[config.mk]
export PLATFORM = sky130hd
export DESIGN_NAME = pipe_stage_reg_n_flat
export DESIGN_NICKNAME = d
export VERILOG_FILES = /design/src/rtl/pipe_stage_reg_n_if.sv /design/src/rtl/pipe_stage_reg_n.sv /design/src/flat_wrapper.sv
export SDC_FILE = /design/constraint.sdc
export NUM_CORES = 1
export LEC_CHECK = 0
export ABC_AREA = 1
export CAP_MARGIN = 20
export CORE_MARGIN = 3
export CORE_UTILIZATION = 37
export DETAILED_ROUTE_END_ITERATION = 7
export PLACE_DENSITY_LB_ADDON = 0.05
export SLEW_MARGIN = 10
export SYNTH_ARGS = -nofsm -noshare
export SYNTH_HDL_FRONTEND = slang
export SYNTH_SLANG_ARGS = --single-unit
[constraint.sdc]
create_clock -name clk -period 2.68 [get_ports clk]
set_clock_uncertainty 0.15 [all_clocks]
set_input_delay 0.536 -clock clk [delete_from_list [all_inputs] [get_ports clk]]
set_output_delay 0.536 -clock clk [all_outputs]
set_load 0.005 [all_outputs]
[src/rtl/pipe_stage_reg_n_if.sv]
// Inter-stage pipeline bus: upstream payload, hazard-unit controls and the
// registered stage outputs seen by the downstream stage.
interface pipe_stage_reg_n_if #(
  parameter int unsigned WIDTH = 71,
  parameter int unsigned LANES = 2,
  parameter int unsigned CNT_W = 16
);
  logic [LANES-1:0]       in_valid;
  logic [LANES*WIDTH-1:0] in_data;
  logic                   stall;
  logic                   flush;
  logic [LANES-1:0]       kill_mask;
  logic                   clr_cnt;
  logic [LANES-1:0]       out_valid;
  logic [LANES*WIDTH-1:0] out_data;
  logic                   occupied;
  logic [CNT_W-1:0]       stall_cnt;
  logic [CNT_W-1:0]       bubble_cnt;

  modport master (
    output in_valid, in_data, stall, flush, kill_mask, clr_cnt,
    input  out_valid, out_data, occupied, stall_cnt, bubble_cnt
  );

  modport slave (
    input  in_valid, in_data, stall, flush, kill_mask, clr_cnt,
    output out_valid, out_data, occupied, stall_cnt, bubble_cnt
  );
endinterface

[src/rtl/pipe_stage_reg_n.sv]
// N-lane pipeline register with stall/flush/squash and saturating
// stall and bubble performance counters.
module pipe_stage_reg_n #(
  parameter int unsigned WIDTH = 71,
  parameter int unsigned LANES = 2,
  parameter int unsigned CNT_W = 16
) (
  input  logic               clk,
  input  logic               areset,
  pipe_stage_reg_n_if.slave  bus
);

  logic [LANES-1:0]       valid_q, valid_d;
  logic [LANES*WIDTH-1:0] data_q,  data_d;
  logic [CNT_W-1:0]       stall_cnt_q, stall_cnt_d;
  logic [CNT_W-1:0]       bubble_cnt_q, bubble_cnt_d;
  logic [CNT_W:0]         bubble_inc;

  // One extra carry bit detects overflow so the counter clamps instead of wrapping.
  function automatic logic [CNT_W-1:0] sat_add(input logic [CNT_W-1:0] a,
                                               input logic [CNT_W:0]   b);
    logic [CNT_W:0] s;
    s = {1'b0, a} + b;
    return s[CNT_W] ? '1 : s[CNT_W-1:0];
  endfunction

  always_comb begin
    valid_d      = valid_q;
    data_d       = data_q;
    stall_cnt_d  = stall_cnt_q;
    bubble_cnt_d = bubble_cnt_q;
    bubble_inc   = '0;
    if (bus.flush) begin
      valid_d = '0;
    end else if (bus.stall) begin
      valid_d     = valid_q & ~bus.kill_mask;
      stall_cnt_d = sat_add(stall_cnt_q, (CNT_W+1)'(1));
    end else begin
      for (int unsigned i = 0; i < LANES; i++) begin
        valid_d[i] = bus.in_valid[i] & ~bus.kill_mask[i];
        // Lanes without valid input keep their old payload to avoid toggling.
        if (bus.in_valid[i]) begin
          data_d[i*WIDTH +: WIDTH] = bus.in_data[i*WIDTH +: WIDTH];
        end
        if (!valid_d[i]) begin
          bubble_inc = bubble_inc + (CNT_W+1)'(1);
        end
      end
      bubble_cnt_d = sat_add(bubble_cnt_q, bubble_inc);
    end
    if (bus.clr_cnt) begin
      stall_cnt_d  = '0;
      bubble_cnt_d = '0;
    end
  end

  always_ff @(posedge clk) begin
    if (areset) begin
      valid_q      <= '0;
      data_q       <= '0;
      stall_cnt_q  <= '0;
      bubble_cnt_q <= '0;
    end else begin
      valid_q      <= valid_d;
      data_q       <= data_d;
      stall_cnt_q  <= stall_cnt_d;
      bubble_cnt_q <= bubble_cnt_d;
    end
  end

  assign bus.out_valid  = valid_q;
  assign bus.out_data   = data_q;
  assign bus.occupied   = |valid_q;
  assign bus.stall_cnt  = stall_cnt_q;
  assign bus.bubble_cnt = bubble_cnt_q;

endmodule

[src/flat_wrapper.sv]
// flat-port wrapper written by rule: the top's interface ports become plain ports
module pipe_stage_reg_n_flat 
#(
  parameter int unsigned WIDTH = 71,
  parameter int unsigned LANES = 2,
  parameter int unsigned CNT_W = 16
)
  (clk, areset, bus_in_valid, bus_in_data, bus_stall, bus_flush, bus_kill_mask, bus_clr_cnt, bus_out_valid, bus_out_data, bus_occupied, bus_stall_cnt, bus_bubble_cnt);
  pipe_stage_reg_n_if #(.WIDTH(WIDTH), .LANES(LANES), .CNT_W(CNT_W)) bus_i ();
  input  logic clk;
  input  logic areset;
  input wire logic [$bits(bus_i.in_valid)-1:0] bus_in_valid;
  input wire logic [$bits(bus_i.in_data)-1:0] bus_in_data;
  input wire logic [$bits(bus_i.stall)-1:0] bus_stall;
  input wire logic [$bits(bus_i.flush)-1:0] bus_flush;
  input wire logic [$bits(bus_i.kill_mask)-1:0] bus_kill_mask;
  input wire logic [$bits(bus_i.clr_cnt)-1:0] bus_clr_cnt;
  output wire logic [$bits(bus_i.out_valid)-1:0] bus_out_valid;
  output wire logic [$bits(bus_i.out_data)-1:0] bus_out_data;
  output wire logic [$bits(bus_i.occupied)-1:0] bus_occupied;
  output wire logic [$bits(bus_i.stall_cnt)-1:0] bus_stall_cnt;
  output wire logic [$bits(bus_i.bubble_cnt)-1:0] bus_bubble_cnt;
  assign bus_i.in_valid = bus_in_valid;
  assign bus_i.in_data = bus_in_data;
  assign bus_i.stall = bus_stall;
  assign bus_i.flush = bus_flush;
  assign bus_i.kill_mask = bus_kill_mask;
  assign bus_i.clr_cnt = bus_clr_cnt;
  assign bus_out_valid = bus_i.out_valid;
  assign bus_out_data = bus_i.out_data;
  assign bus_occupied = bus_i.occupied;
  assign bus_stall_cnt = bus_i.stall_cnt;
  assign bus_bubble_cnt = bus_i.bubble_cnt;
  pipe_stage_reg_n #(.WIDTH(WIDTH), .LANES(LANES), .CNT_W(CNT_W)) u_core (.clk(clk), .areset(areset), .bus(bus_i));
endmodule
## Yosys cells after proc, flatten, opt, wreduce, memory -nomap -nowiden

Index checks and enable logic that the tools add are counted.

- Word-level logic and storage cells: 32
- Input port bits: 151
- Output and inout port bits: 177
- Register bits: 176

- Reductions and logical operators: 7
- Bitwise logic cells: 8
- Add/subtract/negate cells: 3
- Mux-type cells: 9

Operators by type and width:

| operator | number |
|---|---|
| two-way mux 17 bit | 5 |
| two-way mux 16 bit | 2 |
| adder 16 x 1 -> 17 bit (second input constant) | 1 |
| adder 16 x 17 -> 17 bit | 1 |
| adder 17 x 1 -> 17 bit (second input constant) | 1 |
| AND reduction 3 bit | 2 |
| OR reduction 2 bit | 3 |
| NOT 1 bit | 4 |
| AND reduction 2 bit | 2 |
| AND 1 bit | 2 |
| AND 2 bit | 1 |
| two-way mux 2 bit | 1 |
| NOT 2 bit | 1 |
| two-way mux 1 bit | 1 |

## Depth between registers and ports, before layout

Gate-level depths: netlist of run 1.

- Depth in word-level cells: 11
- Depth in mapped cells: 15
- Gate-level depth less buffers: 15

## Least setup slack after synthesis of run 1

Ideal clock, no wire load.

- Kind: in2reg
- Start point: in bus_in_valid[0]
- End point: reg u_core.bubble_cnt_q[15] (netlist: u_core.bus.bubble_cnt[15])
- Stages: 15
- Arrival time: 2.467 ns
- Path buffers: 0
- Library setup time: 0.056 ns
- Path slack: 0.007 ns
- Cell sequence: inv_1 > or2_2 > ha_1 > ha_1 > inv_1 > fa_1 > inv_1 > nand2_1 > nor2_2 > nand3_1 > inv_1 > nand3_1 > nand3_1 > nand2_1 > inv_1

- Cells in the longest elaborated chain, start to end: 10

RTL lines:

| element | line | text |
|---|---|---|
| start: declaration | flat_wrapper.sv:12 | `input wire logic [$bits(bus_i.in_valid)-1:0] bus_in_valid;` |
| AND 1 bit * | pipe_stage_reg_n.sv:40 | `valid_d[i] = bus.in_valid[i] & ~bus.kill_mask[i];` |
| two-way mux 1 bit * | pipe_stage_reg_n.sv:45 | `if (!valid_d[i]) begin` |
| two-way mux 17 bit * | pipe_stage_reg_n.sv:35 | `end else if (bus.stall) begin` |
| two-way mux 17 bit * | pipe_stage_reg_n.sv:33 | `if (bus.flush) begin` |
| adder 17 x 1 -> 17 bit | pipe_stage_reg_n.sv:46 | `bubble_inc = bubble_inc + (CNT_W+1)'(1);` |
| two-way mux 17 bit * | pipe_stage_reg_n.sv:45 |  |
| two-way mux 17 bit * | pipe_stage_reg_n.sv:35 |  |
| two-way mux 17 bit * | pipe_stage_reg_n.sv:33 |  |
| adder 16 x 17 -> 17 bit * | pipe_stage_reg_n.sv:23 | `s = {1'b0, a} + b;` |
| two-way mux 16 bit * | pipe_stage_reg_n.sv:24 | `return s[CNT_W] ? '1 : s[CNT_W-1:0];` |
| end signal: assignment | pipe_stage_reg_n.sv:67 | `bubble_cnt_q <= bubble_cnt_d;` |
| end: declaration | pipe_stage_reg_n.sv:16 | `logic [CNT_W-1:0] bubble_cnt_q, bubble_cnt_d;` |

Every way passes the cells marked *; elsewhere a longest branch is shown, timed or not. The select of a mux whose other input is x is not followed.
A chain may end at the register's enable or synchronous reset.

## Final worst setup path of run 1

- Start point: in bus_in_valid[0]
- End point: reg u_core.bubble_cnt_q[6] (netlist: u_core.bus.bubble_cnt[6])

The elaborated chain is that of the path after synthesis.

==> reports/summary.txt, run 1 <==
CP max stage cell: fa_2
final hold vios: 0
Pwr Density: 543.5 nW/um^2
most used cell, CP: inv_1
Clock Path Buffers: 2
core area: 18,150 sq um
Setup Viol. Count Final: 0
commonest non-fill, non-tap cell in the layout: nor2_1
max cap viols: 0
Critical Path RT: 2900 ps
Area growth syn-to-layout: 61.02%
Avg Inst Size Synth: 7.405 sq um
clock group share of total power: 41.8%
Post-DP HPWL: 16,680 microns
FF+latch area: 3523 sq um
dominant synthesized flop cell: dfxtp_1
status: finished, final reports clean
non-filler cells, final: 1,499
Initial Util: 38.15%
CTS tree: built
Top delay family on crit path: simple AND/OR/NAND/NOR gates
sum of buffers and inverters on the critical path: 6
num rows: 49
fmax: 399.4 MHz
cell breakdown of the critical path: dlygate4sd2_1 -> inv_1 -> or2_4 -> ha_4 -> ha_4 -> inv_1 -> fa_2 -> inv_2 -> nand2_2 -> nor2_4 -> buf_6 -> nand2_1 -> or2_0 -> nand3_1 -> nand2_1 -> inv_1
Pint: 0.004642 W
Psw: 0.001417 W
vias in the first global route: 6,802
GPL Wtd Cong: 0.8242
max incr delay on CP: 350 ps
crit start category: primary input
total track usage: 22.35%
max-slew violations: 0
initial antenna violation count: 1
WP data arrival: 2720 ps
clock tree sinks: 176
detailed-route via count: 7,086
Die Area: 20,390 sq um
Seq/Total Area, Yosys: 50.89%
placed cell count: 1,466
initial DRC count: 454
Total Power: 0.006059 W
H-tree levels: 4
CTS clock-pin slew for the worst setup and hold paths: 70 ps
area post-placement: 10,500 sq um
YS warnings: 0
Crit. End Element: flip-flop
port bufs: 327
Final Util: 61.44%
DRT antenna net count: 0
area occupied by multi-input gates: 3027 sq um
Synth Register Bits: 176
vias per inst: 4.727
asr flop ratio synth: 0%
mapped cell area: 6924 sq um
die height: 142.8 microns
Setup CP Type: in2reg
WL per Instance: 15.75 microns
Sw Ratio: 23.39%
worst min-delay path class: in2reg
final instance area: 11,150 sq um
first-pass detailed-route iteration total: 5
Total Wirelength: 23,610 microns
CTS Buf Count: 17
commonest cells after routing, fill and taps aside: 330 x nor2_1, 323 x clkdlybuf4s50_1, 176 x dfxtp_1, 131 x o21ai_0, 83 x nand2_1
crit-path max FO: 5
Clk Latency, worst-skew pair: 420 ps
final worst-path cycle share: 93.42%
distinct cell type count after synthesis: 36
root buffer cell: clkbuf_16
EDFF count, synth: 0
slew of the pin with the lowest slew margin: 730.2 ps
Max-Slew Margin vs Limit: 51.32%
Flop pwr share: 45.9%
fill count: 1,674
min Tclk post-route: 2504 ps
layout cells sized above 1: 6.935%
hold buffers post-CTS: 0
largest net degree at the start of global routing: 76
Leakage: 4.677 nW
I/O pin cnt: 328
Logic pwr share: 12.3%
Die Span X: 142.8 microns
Mapped Cells: 935
Synth Net Count: 1,091
Worst VDD drop: 0.0004252 V
total grt overflow: 0
worst hold slack: 300.4 ps
unrepaired setup endpoints after global routing: false
Nets: 1,412
first-pass GRT wire length: 36,190 microns
Remaining DRCs: 0
## worst min-delay path, delay by kind of cell
kind / cells / cell delay [ps]
buf+inv: 2 / 230
compound gates: 1 / 50
## through the flow
stage | TNS, ps | worst slack (ps)
final | 0 | 176.3
after global routing | 0 | 65.45
after CTS | 0 | 20.63
after detailed placement | -10550 | -733.1
after global placement | -10310 | -706.2
after floorplan | 0 | 6.989
## sequential cells by signal, indices dropped and copies added, names as in the netlist
name,flops
u_core.bus.out_data,142
u_core.bus.bubble_cnt,16
u_core.bus.stall_cnt,16
u_core.bus.out_valid,2
## what timing repair did
item / in CTS / in global routing
buffers inserted: 0 / 0
setup endpoints to repair: 16 / 9
cloned: 0 / 0
resized for setup: 13 / 3
pin swaps: 5 / 6
## worst paths after layout
check                                        startpoint                               endpoint  slack, ps  cells past startpoint
setup / recovery                        bus_in_valid[0]  u_core.bus.bubble_cnt[6]$_SDFFE_PP0P_        180                     16
hold / removal                         bus_kill_mask[1]     u_core.bus.out_valid[1]$_SDFF_PP0_        300                      3
setup reg to reg  u_core.bus.bubble_cnt[0]$_SDFFE_PP0P_  u_core.bus.bubble_cnt[6]$_SDFFE_PP0P_        680                     12
hold reg to reg      u_core.bus.out_valid[0]$_SDFF_PP0_     u_core.bus.out_valid[0]$_SDFF_PP0_        360                      2
## logic make-up (layout without fill, tap and decap cells)
| family | Yosys count | after routing | share of synthesized area, % |
|---|---|---|---|
| AOI/OAI and AO/OA | 170 | 170 | 12.69 |
| xor gates and xnor gates | 6 | 6 | 0.7589 |
| adders and majority gates | 5 | 5 | 1.012 |
| buffers and inverters | 102 | 436 | 6.017 |
| DFF | 176 | 176 | 50.89 |
| other | 0 | 1 | 0 |
| and+or+nand+nor | 476 | 476 | 28.64 |
## power by group through the flow
stage,Sequential [W],Clock (W),Combinational [W]
2_1_floorplan,0.00285,0,0.000198
3_3_place_gp,0.00284,0,0.000741
3_5_place_dp,0.00284,0,0.000743
4_1_cts,0.00278,0.00258,0.000751
5_1_grt,0.00279,0.00268,0.000806
6_report,0.00278,0.00253,0.000745
## synthesized netlist by cell type, types with 2 or more instances
master | n | area [sq um]
nor2_4 | 4 | 45.04
nor3_1 | 3 | 15.01
nand3_1 | 22 | 110.1
nand2_2 | 2 | 12.51
nor2_2 | 2 | 12.51
inv_1 | 51 | 191.4
inv_2 | 4 | 15.01
xor2_1 | 2 | 17.52
clkbuf_1 | 27 | 101.4
nand2_1 | 84 | 315.3
or2_2 | 4 | 25.02
a2111oi_0 | 2 | 17.52
nand3b_1 | 3 | 22.52
nand2_4 | 2 | 22.52
o21ai_0 | 132 | 660.6
ha_1 | 4 | 50.05
nand4_1 | 9 | 56.30
dfxtp_1 | 176 | 3523
buf_2 | 18 | 90.09
a21oi_1 | 10 | 50.05
xnor2_1 | 4 | 35.03
o21bai_1 | 2 | 15.01
o21ai_1 | 19 | 95.09
nand3_2 | 6 | 60.06
nor2_1 | 331 | 1242
a31oi_1 | 2 | 12.51
## area by class of cell
type	count	area share [%]
Inverter	55	1.863
Timing Repair Buffer	349	31.42
Antenna cell	1	0.02244
Multi-Input combinational cell	657	27.15
Tap cell	229	2.570
Sequential cell	176	31.60
Clock inverter	11	1.156
Clock buffer	21	4.220
## routing by layer
metal  global-route usage, %  part of all wire (%)
met1                   25.54                    39
met3                   7.770                   8.3
met2                   39.00                    50
met5                       0                     0
met4                   7.454                   2.2
No activity file was read; power rests on OpenSTA's default activity.
==> run 2: changes to the inputs <==
REMOVE_ABC_BUFFERS = 1   (was unset)
==> run 2 against run 1 <==
Against the previous run:
- register-to-register slack barely moved
- via count shrank 1.2%
- first-iteration DRC count is 13% lower
- power rose by 1.5%
- sequential power about the same
- sequential share of layout area grew 0.060 points
- final cell count fell by 0.27%
- clock-buffer cell count increased by 1
- critical path type unchanged
- largest cell class unchanged
==> reports/summary.txt, run 2 (synthesis gave the netlist of run 1 again) <==
WL per Instance: 15.70 microns (was 15.75 microns)
Leakage: 4.669 nW (was 4.677 nW)
Min-Delay Path Depth: 2 (was 3)
num rows: 49 (unchanged)
Die Span X: 142.8 microns (unchanged)
Total Wirelength: 23,470 microns (was 23,610 microns)
largest net degree at the start of global routing: 100 (was 76)
final worst-path cycle share: 93.72% (was 93.42%)
final hold vios: 0 (unchanged)
vias in the first global route: 6,902 (was 6,802)
first-pass detailed-route iteration total: 4 (was 5)
Remaining DRCs: 0 (unchanged)
Clock Path Buffers: 2 (unchanged)
Setup CP Type: in2reg (unchanged)
layout cells sized above 1: 6.635% (was 6.935%)
CTS Buf Count: 17 (unchanged)
Area growth syn-to-layout: 60.72% (was 61.02%)
status: finished, final reports clean (unchanged)
Crit. End Element: flip-flop (unchanged)
DRT antenna net count: 0 (unchanged)
Die Area: 20,390 sq um (unchanged)
Setup Viol. Count Final: 0 (unchanged)
GPL Wtd Cong: 0.8668 (was 0.8242)
FF+latch area: 3523 sq um (unchanged)
vias per inst: 4.684 (was 4.727)
max cap viols: 0 (unchanged)
Hold Path Origin: bus_kill_mask[0] (was bus_kill_mask[1])
origin of the critical flop-to-flop path: u_core.bus.bubble_cnt[0]$_SDFFE_PP0P_ (unchanged)
final worst setup slack: 168.4 ps (was 176.3 ps)
Post-DP HPWL: 16,610 microns (was 16,680 microns)
hold path endpoint: u_core.bus.out_valid[0]$_SDFF_PP0_ (was u_core.bus.out_valid[1]$_SDFF_PP0_)
port bufs: 327 (unchanged)
crit-path max FO: 4 (was 5)
root buffer cell: clkbuf_16 (unchanged)
setup TNS: 0 ps (unchanged)
slew of the pin with the lowest slew margin: 696.5 ps (was 730.2 ps)
commonest non-fill, non-tap cell in the layout: nor2_1 (unchanged)
detailed-route via count: 7,002 (was 7,086)
die height: 142.8 microns (unchanged)
unrepaired setup endpoints after global routing: false (unchanged)
Nets: 1,409 (was 1,412)
ANT cells: 0 (was 1)
clock tree sinks: 176 (unchanged)
hold buffers post-CTS: 0 (unchanged)
Initial Util: 38.15% (unchanged)
commonest cells after routing, fill and taps aside: 330 x nor2_1, 323 x clkdlybuf4s50_1, 176 x dfxtp_1, 132 x o21ai_0, 83 x nand2_1 (was 330 x nor2_1, 323 x clkdlybuf4s50_1, 176 x dfxtp_1, 131 x o21ai_0, 83 x nand2_1)
worst min-delay path class: in2reg (unchanged)
crit start category: primary input (unchanged)
Reg2Reg Setup Slack: 670 ps (was 680 ps)
Critical Path RT: 2900 ps (about the same)
fmax: 398.2 MHz (was 399.4 MHz)
initial antenna violation count: 0 (was 1)
Worst Reg-to-Reg Cells: 12 (unchanged)
CTS tree: built (unchanged)
core area: 18,150 sq um (unchanged)
worst r2r dst: u_core.bus.bubble_cnt[6]$_SDFFE_PP0P_ (unchanged)
CTS clock-pin slew for the worst setup and hold paths: 60 ps (was 70 ps)
min Tclk post-route: 2512 ps (was 2504 ps)
total grt overflow: 0 (unchanged)
max-slew violations: 0 (unchanged)
flip-flop count of the largest register after layout: 142 (unchanged)
Total Power: 0.006149 W (was 0.006059 W)
pre-CTS setup slack: -693.2 ps (was -733.1 ps)
initial DRC count: 394 (was 454)
WP data arrival: 2740 ps (was 2720 ps)
first-pass GRT wire length: 36,410 microns (was 36,190 microns)
Clk Latency, worst-skew pair: 420 ps (about the same)
total track usage: 22.57% (was 22.35%)
Worst VDD drop: 0.0004318 V (was 0.0004252 V)
Pwr Density: 552.6 nW/um^2 (was 543.5 nW/um^2)
I/O pin cnt: 328 (unchanged)
fill count: 1,641 (was 1,674)
area occupied by multi-input gates: 3017 sq um (was 3027 sq um)
H-tree levels: 4 (unchanged)
Max-Slew Margin vs Limit: 53.57% (was 51.32%)
## run 2: cell types whose count changed in the layout (fill, tap and decap cells not counted), moves of 2 or more
| cell | previous run | this run |
|---|---|---|
| clkinv_2 | 3 | 1 |
| buf_4 | 16 | 14 |
| inv_6 | 2 | 4 |
| clkinv_4 | 3 | 0 |
## run 2: worst max path at each step
stage               slack, ps             start  depth (start not counted)                                      to
floorplan                 -20   bus_in_valid[0]                         15  u_core.bus.bubble_cnt[15]$_SDFFE_PP0P_
global placement         -650   bus_in_valid[0]                         16   u_core.bus.bubble_cnt[6]$_SDFFE_PP0P_
detailed placement       -690   bus_in_valid[0]                         16   u_core.bus.bubble_cnt[6]$_SDFFE_PP0P_
CTS                        40  bus_kill_mask[1]                         15   u_core.bus.bubble_cnt[6]$_SDFFE_PP0P_
global route                6   bus_in_valid[1]                         16   u_core.bus.bubble_cnt[6]$_SDFFE_PP0P_
finish                    170   bus_in_valid[1]                         16   u_core.bus.bubble_cnt[6]$_SDFFE_PP0P_
## run 2: area by class of cell
type | count | area share, %
clock buffers | 22 | 4.261
clock inverters | 10 | 1.327
inverters | 55 | 1.866
multi-input cells | 657 | 27.11
flip-flops and latches | 176 | 31.66
well taps | 229 | 2.575
repair buffers | 346 | 31.20
## run 2: metal layers
metal	global-route usage, %	up-vias	routed length [microns]
li1	-	3611	-
met1	27.86	3154	10010
met2	35.91	208	11040
met3	9.109	29	1897
met4	7.704	0	526
met5	0	-	0
## run 2: stage by stage
step                cells  area (sq um)  hold slack, ps  utilization (%)
global placement     1462         10460           327.3            57.64
detailed placement   1462         10460           332.6            57.64
finish               1495         11130           175.9            61.32
floorplan             888          6714           327.7                -
CTS                  1495         11120           350.9            61.29
global route         1495         11130           182.7            61.32
## run 2: repair_timing
action	4_1_cts	5_1_grt
buffers inserted	1	0
hold endpoints to repair	0	0
endpoints found under the setup margin	16	16
resized for setup	12	2
pin swaps	2	4
## run 2: worst max-delay path, stage by stage
cell	delay, ps
dlygate4sd2_1	210
inv_1	60
or2_4	250
ha_4	260
ha_2	160
inv_1	50
fa_2	370
inv_2	70
nand2_2	60
nor2_4	160
buf_6	110
nand2_1	50
or2_0	220
nand3_1	80
nand2_1	50
inv_1	40
## run 2: power breakdown
| part | switching [W] | internal, W | total (W) |
|---|---|---|---|
| registers | 0.0000548 | 0.00273 | 0.00278 |
| clock network | 0.00107 | 0.00156 | 0.00263 |
| logic | 0.000285 | 0.000452 | 0.000737 |
| total | 0.00141 | 0.00474 | 0.00615 |
==> run 3: changes to the inputs <==
CORE_UTILIZATION = 38   (was 37)
CTS_BUF_LIST = sky130_fd_sc_hd__clkbuf_4   (was unset)
==> run 3 against run 2 <==
Against the previous run:
- register-to-register slack got worse by 110 ps
- routed wire length decreased by 0.86%
- setup slack improved by 170 ps
- critical endpoint is now u_core.bus.bubble_cnt[14]$_SDFFE_PP0P_
- power decreased by 18%
- critical path depth unchanged
- global-route usage decreased by 0.083 points
- largest cell class unchanged
==> reports/summary.txt, run 3 (synthesis gave the netlist of run 1 again) <==
status: finished, final reports clean (unchanged)
first-pass GRT wire length: 35,830 microns (was 36,410 microns)
Die Area: 19,880 sq um (was 20,390 sq um)
crit-path max FO: 5 (was 4)
max-slew violations: 0 (unchanged)
Crit. End Element: flip-flop (unchanged)
initial antenna violation count: 1 (was 0)
worst min-delay path class: in2reg (unchanged)
Psw: 0.001283 W (was 0.001413 W)
worst r2r dst: u_core.bus.bubble_cnt[14]$_SDFFE_PP0P_ (was u_core.bus.bubble_cnt[6]$_SDFFE_PP0P_)
setup TNS: 0 ps (unchanged)
total grt overflow: 0 (unchanged)
total track usage: 22.49% (was 22.57%)
WL per Instance: 15.56 microns (was 15.70 microns)
clock tree sinks: 176 (unchanged)
num rows: 48 (was 49)
Max-Slew Margin vs Limit: 53.49% (was 53.57%)
CTS clock-pin slew for the worst setup and hold paths: 150 ps (was 60 ps)
Worst VDD drop: 0.0002264 V (was 0.0004318 V)
root buffer cell: clkbuf_4 (was clkbuf_16)
Pwr Density: 465.0 nW/um^2 (was 552.6 nW/um^2)
vias in the first global route: 6,613 (was 6,902)
Nets: 1,411 (was 1,409)
Setup Viol. Count Final: 0 (unchanged)
port bufs: 327 (unchanged)
Post-DP HPWL: 16,420 microns (was 16,610 microns)
max cap viols: 0 (unchanged)
final hold vios: 0 (unchanged)
Clk Latency, worst-skew pair: 560 ps (was 420 ps)
commonest non-fill, non-tap cell in the layout: nor2_1 (unchanged)
Initial Util: 39.48% (was 38.15%)
Critical Path RT: 3030 ps (was 2900 ps)
Hold Path Origin: bus_kill_mask[1] (was bus_kill_mask[0])
Setup CP Type: in2reg (unchanged)
Area growth syn-to-layout: 55.93% (was 60.72%)
fill count: 1,608 (was 1,641)
Min-Delay Path Depth: 2 (unchanged)
Leakage: 4.527 nW (was 4.669 nW)
Logic pwr share: 14.6% (was 12.0%)
core area: 17,540 sq um (was 18,150 sq um)
Die Span X: 141.0 microns (was 142.8 microns)
DRT antenna net count: 0 (unchanged)
detailed-route via count: 7,011 (was 7,002)
CTS tree: built (unchanged)
WP data arrival: 2690 ps (was 2740 ps)
min Tclk post-route: 2341 ps (was 2512 ps)
largest net degree at the start of global routing: 95 (was 100)
placed cell count: 1,459 (was 1,462)
Remaining DRCs: 0 (unchanged)
I/O pin cnt: 328 (unchanged)
origin of the critical flop-to-flop path: u_core.bus.bubble_cnt[0]$_SDFFE_PP0P_ (unchanged)
Sw Ratio: 25.55% (was 22.98%)
layout cells sized above 1: 6.782% (was 6.635%)
fmax: 427.3 MHz (was 398.2 MHz)
unrepaired setup endpoints after global routing: false (unchanged)
Worst Reg-to-Reg Cells: 12 (unchanged)
non-filler cells, final: 1,495 (unchanged)
H-tree levels: 4 (unchanged)
hold path endpoint: u_core.bus.out_valid[1]$_SDFF_PP0_ (was u_core.bus.out_valid[0]$_SDFF_PP0_)
Clock Path Buffers: 2 (unchanged)
CTS Buf Count: 17 (unchanged)
pre-CTS setup slack: -690.9 ps (was -693.2 ps)
GPL Wtd Cong: 0.8780 (was 0.8668)
Final Util: 61.57% (was 61.32%)
Total Wirelength: 23,270 microns (was 23,470 microns)
Flop pwr share: 55.4% (was 45.3%)
die height: 141.0 microns (was 142.8 microns)
commonest cells after routing, fill and taps aside: 330 x nor2_1, 323 x clkdlybuf4s50_1, 176 x dfxtp_1, 132 x o21ai_0, 84 x nand2_1 (was 330 x nor2_1, 323 x clkdlybuf4s50_1, 176 x dfxtp_1, 132 x o21ai_0, 83 x nand2_1)
clock group share of total power: 29.9% (was 42.8%)
initial DRC count: 370 (was 394)
Reg2Reg Setup Slack: 560 ps (was 670 ps)
first-pass detailed-route iteration total: 4 (unchanged)
vias per inst: 4.690 (was 4.684)
crit start category: primary input (unchanged)
Pint: 0.003737 W (was 0.004736 W)
final worst-path cycle share: 87.33% (was 93.72%)
final worst setup slack: 339.5 ps (was 168.4 ps)
flip-flop count of the largest register after layout: 142 (unchanged)
hold buffers post-CTS: 0 (unchanged)
slew of the pin with the lowest slew margin: 697.6 ps (was 696.5 ps)
==> run 3: cell type report <==
cell class / instances / area [sq um] / area share (%)
inverter: 55 / 207.7 / 1.924
antenna: 2 / 5.005 / 0.04636
timing repair buffer: 348 / 3491 / 32.33
clock inverter: 14 / 138.9 / 1.286
tap: 225 / 281.5 / 2.607
sequential: 176 / 3523 / 32.63
multi-input combinational: 657 / 3014 / 27.92
clock buffer: 18 / 135.1 / 1.252
==> run 3: metrics by stage <==
| stage | power (W) | area [sq um] | hold slack, ps |
|---|---|---|---|
| 2_1_floorplan | 0.003027 | 6714 | 327.7 |
| 3_3_place_gp | 0.003571 | 10460 | 327.3 |
| 3_5_place_dp | 0.003571 | 10460 | 333.8 |
| 4_1_cts | 0.005078 | 10750 | 330.5 |
| 5_1_grt | 0.005241 | 10800 | 1.462 |
| 6_report | 0.005020 | 10800 | 44.74 |
==> run 3: power by group through the flow <==
stage	registers, W	logic [W]	clock network (W)
6_report	0.00278	0.000735	0.00150
5_1_grt	0.00280	0.000797	0.00165
4_1_cts	0.00278	0.000739	0.00156
3_5_place_dp	0.00284	0.000734	0
3_3_place_gp	0.00284	0.000736	0
2_1_floorplan	0.00285	0.000181	0
==> run 3: worst max-delay path by stage <==
stage                                                         to  slack [ps]             from
after floorplan           u_core.bus.bubble_cnt[15]$_SDFFE_PP0P_         -20  bus_in_valid[0]
after global placement     u_core.bus.bubble_cnt[9]$_SDFFE_PP0P_        -690  bus_in_valid[0]
after detailed placement   u_core.bus.bubble_cnt[9]$_SDFFE_PP0P_        -690  bus_in_valid[0]
after CTS                  u_core.bus.bubble_cnt[9]$_SDFFE_PP0P_          20  bus_in_valid[0]
after global routing       u_core.bus.bubble_cnt[2]$_SDFFE_PP0P_         240  bus_in_valid[0]
final                     u_core.bus.bubble_cnt[14]$_SDFFE_PP0P_         340  bus_in_valid[0]
==> run 3: critical path: stages <==
cell and delay [ps]:
dlymetal6s2s_1 110, inv_1 70, or2_4 240, ha_4 250, ha_2 160, inv_1 60
fa_2 390, inv_2 60, nand2_1 60, nor2_2 170, buf_4 130, nand4_2 90
buf_4 190, nand2_1 60, nor2_1 40, nor2_1 80
==> run 3: what timing repair did <==
item | 4_1_cts | 5_1_grt
gates resized for setup | 3 | 10
pin swaps | 2 | 3
buffers inserted | 1 | 1
endpoints found under the setup margin | 9 | 16
==> run 3: metal layers <==
| layer | GRT usage [%] | vias to the layer above | wire (microns) |
|---|---|---|---|
| met5 | 0 | - | 0 |
| met4 | 7.394 | 0 | 499 |
| met3 | 8.616 | 27 | 2054 |
| met2 | 36.62 | 237 | 10930 |
| met1 | 27.45 | 3126 | 9779 |
| li1 | - | 3621 | - |
